[src/rtl/dsp_mac_slice.sv]
// dsp_mac_slice: signed pre-add / multiply / accumulate slice with cascade,
// global stall, optional M register and saturating or wrapping accumulation.
module dsp_mac_slice #(
    parameter int AW       = 18,
    parameter int BW       = 18,
    parameter int PW       = 48,
    parameter int PIPE_M   = 1,
    parameter int SATURATE = 1
) (
    input  logic          CLK,
    input  logic          RSTN,
    input  logic          CE,
    input  logic          IN_VALID,
    input  logic [AW-1:0] A,
    input  logic [BW-1:0] B,
    input  logic [BW-1:0] D,
    input  logic [PW-1:0] C,
    input  logic [PW-1:0] PCIN,
    input  logic [4:0]    OPMODE,
    input  logic          CLR_OVF,
    output logic [PW-1:0] P,
    output logic [PW-1:0] PCOUT,
    output logic          OUT_VALID,
    output logic          OVF
);

    localparam int MW = AW + BW + 1;

    logic [BW:0]   w_d_ext;
    logic [BW:0]   w_b_ext;
    logic [BW:0]   w_pre;
    logic [BW:0]   w_b1_next;

    logic [AW-1:0] r_a1;
    logic [BW:0]   r_b1;
    logic [PW-1:0] r_c1;
    logic [2:0]    r_op1;
    logic          r_v1;

    logic [MW-1:0] w_m;
    logic [MW-1:0] w_m3;
    logic [PW-1:0] w_c3;
    logic [2:0]    w_op3;
    logic          w_v3;

    logic [PW-1:0] w_z;
    logic [PW:0]   w_z_ext;
    logic [PW:0]   w_m_ext;
    logic [PW:0]   w_s;
    logic          w_ovf;
    logic [PW-1:0] w_sat;
    logic [PW-1:0] w_p_next;

    logic [PW-1:0] r_p;
    logic          r_valid;
    logic          r_ovf;

    assign w_d_ext   = {D[BW-1], D};
    assign w_b_ext   = {B[BW-1], B};
    assign w_pre     = OPMODE[1] ? (w_d_ext - w_b_ext) : (w_d_ext + w_b_ext);
    assign w_b1_next = OPMODE[0] ? w_pre : w_b_ext;

    always_ff @(posedge CLK or negedge RSTN) begin
        if (!RSTN) begin
            r_a1  <= '0;
            r_b1  <= '0;
            r_c1  <= '0;
            r_op1 <= '0;
            r_v1  <= 1'b0;
        end else if (CE) begin
            r_a1  <= A;
            r_b1  <= w_b1_next;
            r_c1  <= C;
            r_op1 <= OPMODE[4:2];
            r_v1  <= IN_VALID;
        end
    end

    assign w_m = $signed(r_a1) * $signed(r_b1);

    generate
        if (PIPE_M != 0) begin : g_mreg
            logic [MW-1:0] r_m2;
            logic [PW-1:0] r_c2;
            logic [2:0]    r_op2;
            logic          r_v2;

            always_ff @(posedge CLK or negedge RSTN) begin
                if (!RSTN) begin
                    r_m2  <= '0;
                    r_c2  <= '0;
                    r_op2 <= '0;
                    r_v2  <= 1'b0;
                end else if (CE) begin
                    r_m2  <= w_m;
                    r_c2  <= r_c1;
                    r_op2 <= r_op1;
                    r_v2  <= r_v1;
                end
            end

            assign w_m3  = r_m2;
            assign w_c3  = r_c2;
            assign w_op3 = r_op2;
            assign w_v3  = r_v2;
        end else begin : g_mcomb
            assign w_m3  = w_m;
            assign w_c3  = r_c1;
            assign w_op3 = r_op1;
            assign w_v3  = r_v1;
        end
    endgenerate

    always_comb begin
        w_z = '0;
        unique case (w_op3[1:0])
            2'd0: w_z = '0;
            2'd1: w_z = w_c3;
            2'd2: w_z = r_p;
            2'd3: w_z = PCIN;
        endcase
    end

    // One guard bit: the sum of two PW-bit signed values always fits PW+1.
    assign w_z_ext = {w_z[PW-1], w_z};
    assign w_m_ext = {{(PW + 1 - MW){w_m3[MW-1]}}, w_m3};
    assign w_s     = w_op3[2] ? (w_z_ext - w_m_ext) : (w_z_ext + w_m_ext);
    assign w_ovf   = w_s[PW] ^ w_s[PW-1];
    assign w_sat   = w_s[PW] ? {1'b1, {(PW-1){1'b0}}} : {1'b0, {(PW-1){1'b1}}};
    assign w_p_next = (w_ovf && (SATURATE != 0)) ? w_sat : w_s[PW-1:0];

    always_ff @(posedge CLK or negedge RSTN) begin
        if (!RSTN) begin
            r_p     <= '0;
            r_valid <= 1'b0;
        end else if (CE) begin
            r_valid <= w_v3;
            if (w_v3) begin
                r_p <= w_p_next;
            end
        end
    end

    // A fresh overflow wins over a simultaneous clear.
    always_ff @(posedge CLK or negedge RSTN) begin
        if (!RSTN) begin
            r_ovf <= 1'b0;
        end else if (CE && w_v3 && w_ovf) begin
            r_ovf <= 1'b1;
        end else if (CLR_OVF) begin
            r_ovf <= 1'b0;
        end
    end

    assign P         = r_p;
    assign PCOUT     = r_p;
    assign OUT_VALID = r_valid;
    assign OVF       = r_ovf;

endmodule
[config.mk]
export PLATFORM = sky130hd
export DESIGN_NAME = dsp_mac_slice
export DESIGN_NICKNAME = d
export VERILOG_FILES = /design/src/rtl/dsp_mac_slice.sv
export SDC_FILE = /design/constraint.sdc
export NUM_CORES = 2
export LEC_CHECK = 0
export ABC_AREA = 1
export BUFFER_PORTS_ARGS = -buffer_cell sky130_fd_sc_hd__buf_2
export CORE_MARGIN = 2
export CORE_UTILIZATION = 40
export DETAILED_ROUTE_END_ITERATION = 16
export GPL_ROUTABILITY_DRIVEN = 0
export SYNTH_ARGS = -nofsm -noshare
export SYNTH_HDL_FRONTEND = slang
export SYNTH_SLANG_ARGS = --single-unit
[constraint.sdc]
create_clock -name CLK -period 10.3 [get_ports CLK]
set_input_delay 0 -clock CLK [delete_from_list [all_inputs] [get_ports CLK]]
set_output_delay 0 -clock CLK [all_outputs]
set_load 0.01 [all_outputs]
==> out/results.ini <==
[synth]
synth_top_cell_area_share_pct = 23.75
synth_top_family_by_area = adder cells
netlist_top_cells_area = fa_1, dfrtp_1, nand2_1
synthArstFlopShare_pct = 100.0
synth_xor_area_share_pct = 3.594
yosys.cell_types.count = 51
yosys_warnings = 0
avgSynthCellArea_um2 = 7.307
syn_area_um2 = 29240
synth_largest_area_cell = fa_1
netlist_instances = 4002
synth_edf_count = 0
synth-seq-area-share_pct = 19.51
synth_compound_area_share_pct = 9.546
synth_simple_gate_area_share_pct = 22.43
synth_mux_area_share_pct = 0
synth_nets = 4672
synth.ff_latch_count = 228
synthAdderAreaFrac_pct = 30.73
synth_ff_type = dfrtp_1

[placement]
portBuffers = 257
place_hpwl_mm = 68.22

[floorplanning]
start_util_pct = 40.22
die_h_um = 274.4
die_w_um = 274.4
ios = 258
core_um2 = 72710
die-area_um2 = 75290
rows = 99

[sta]
max_freq_ghz = 0.1519
slew_viol_final = 0
min_period_over_period_pct = 63.93
slew_headroom_pct = 28.41
tns_ns = 0
min_period_ns = 6.585
fin_skew_ns = 0.01649
finalSetupViolations = 0
finalHoldViolations = 0
grt_setup_unrepaired = no
worstMarginPinSlew_ns = 1.074

[route]
drt_iter0_drc = 1559
vias = 25623
wl_per_cell_um = 16.64
dr.pass1.iters = 5
vias_per_cell = 4.909
drt_wl_total_mm = 86.88
drc = 0
antenna_left = 0

[min_path]
hold_path.class = in2reg

[worst_setup_path]
required_ns = 10.80
worstPathBufferInverterCount = 7
slowest_delay_ns = 0.62
critPathTopFamily = adder cells
cp-start-kind = register
critPathKind = reg2reg
cp_cell_sequence = nand2_1 > inv_1 > fa_1 > inv_1 > fa_1 > inv_1 > ha_1 > inv_1 > fa_1 > inv_1 > fa_1 > inv_1 > fa_1 > inv_1 > ha_1 > a21oi_1 > o21ai_0 > a21oi_1 > nand3_1 > or2_2 > nand3_1 > nand2_1
cp_common_cell = inv_1
endpoint_kind = register
cp_max_fo = 20
cp_data_arrival_time_ns = 7.09
crit_slowest_cell = dfrtp_1

[cts]
clk_pin_slew_ns = 0.07
htreeDepth = 1
cts_buffers = 30
cts_resized = 0
cts_tree = done
cts-root-buf = clkbuf_16
clk_latency_ns = 0.61
cts_sinks = 228
cts_buffer_depth = 3

[run_status]
status = complete, no violations

[flow_run]
maxCapViolCount = 0

[layout]
drive_above_1_share_pct = 9.930
layout.nets = 4907
final_cell_mix = nand2_1, inv_1, fa_1
final_common_cell = nand2_1
synthToLayoutAreaGrowth_pct = 13.55

[global_routing]
grt_antenna_before_repair = 0
gr-total-overflow = 0
grt_pass1_wl_mm = 139.4
grt_pass1_vias = 25843
grt_start_max_net_pins = 76
grt_usage_pct = 23.42

-- layout make-up --
class,count,area (um^2)
repair buffers,401,2726
well taps,959,1200
diodes,1,2.502
inverters,850,3193
fillers,7363,39510
flip-flops and latches,228,5705
clock inverters,19,155.1
multi-input cells,2726,19400
clock buffers,36,823.3
-- timing repair --
| action | CTS | global route |
|---|---|---|
| setup buffers | 0 | 0 |
| endpoints found under the setup margin | 0 | 0 |
| hold buffers | 129 | 0 |
| hold endpoints to repair | 153 | 0 |
-- cell families after synthesis --
family	count (synthesis)
compound gates	472
xor+xnor	120
simple gates	1624
buf+inv	1048
fa+ha+maj	510
flops	228
-- flip-flops by register name, indices dropped and copies added (netlist names) --
name          flops
P                48
g_mreg.r_c2      48
r_c1             48
g_mreg.r_m2      37
r_b1             19
r_a1             18
g_mreg.r_op2      3
r_op1             3
OUT_VALID         1
OVF               1
g_mreg.r_v2       1
r_v1              1
-- metrics by stage --
step	instances	hold slack, ns	setup slack (ns)	cell area (um^2)	utilization (%)
after floorplan	4002	-0.2956	4.466	29240	-
after global placement	5035	-0.01667	3.825	30910	42.52
after detailed placement	5035	-0.01249	3.727	30910	42.52
after CTS	5219	0.004090	3.709	33200	45.66
after global routing	5219	0.02901	3.313	33200	45.66
final	5220	0.02426	3.715	33200	45.67
-- synthesized netlist by cell type, types with 5 or more instances --
cell      number
nand2_1     1189
inv_1        826
fa_1         347
dfrtp_1      228
nor2_1       228
o21ai_0      176
ha_1         163
a21oi_1      156
clkbuf_1     121
nand3_1       88
xor2_1        84
o211ai_1      55
buf_4         49
xnor2_1       36
nand4_1       25
inv_2         23
a31oi_1       20
buf_1         20
nor3_1        20
o21bai_1      18
nand2_2       14
or2_2         13
a21o_1        12
nor2_2        12
nor4_1        11
a21oi_4       10
buf_2          6
nand3_2        5
nor3_2         5
o31ai_1        5
-- worst reg2reg max path, cell delays in order, from the launching register on --
cell and delay [ns]:
dfrtp_1 0.62, nand2_1 0.22, inv_1 0.10, fa_1 0.62
inv_1 0.15, fa_1 0.53, inv_1 0.07, ha_1 0.48
inv_1 0.25, fa_1 0.53, inv_1 0.05, fa_1 0.53
inv_1 0.05, fa_1 0.47, inv_1 0.04, ha_1 0.34
a21oi_1 0.21, o21ai_0 0.21, a21oi_1 0.33, nand3_1 0.21
or2_2 0.31, nand3_1 0.12, nand2_1 0.06
-- worst paths after layout --
kind / start / endpoint / slack (ns) / cells past startpoint
max: r_a1[0] / g_mreg.r_m2[26] / 3.72 / 22
min: CE / r_c1[39] / 0.02 / 4
max reg2reg: r_a1[0] / g_mreg.r_m2[26] / 3.72 / 22
min reg2reg: r_c1[12] / r_c1[12] / 0.47 / 2
max in group asynchronous: RSTN / g_mreg.r_c2[28] / 8.45 / 5
min in group asynchronous: RSTN / g_mreg.r_c2[12] / 0.56 / 4
-- per-layer routing --
layer / global-route usage (%) / up-vias / wire (um)
met4: 7.180 / 0 / 2927
met5: 0 / - / 0
met2: 40.47 / 745 / 41450
li1: - / 12470 / -
met3: 2.855 / 158 / 4718
met1: 30.58 / 12250 / 37790
Power is left out: the tool's default activity adds up to more than one toggle a clock period on the data nets, which glitch-free logic cannot reach.
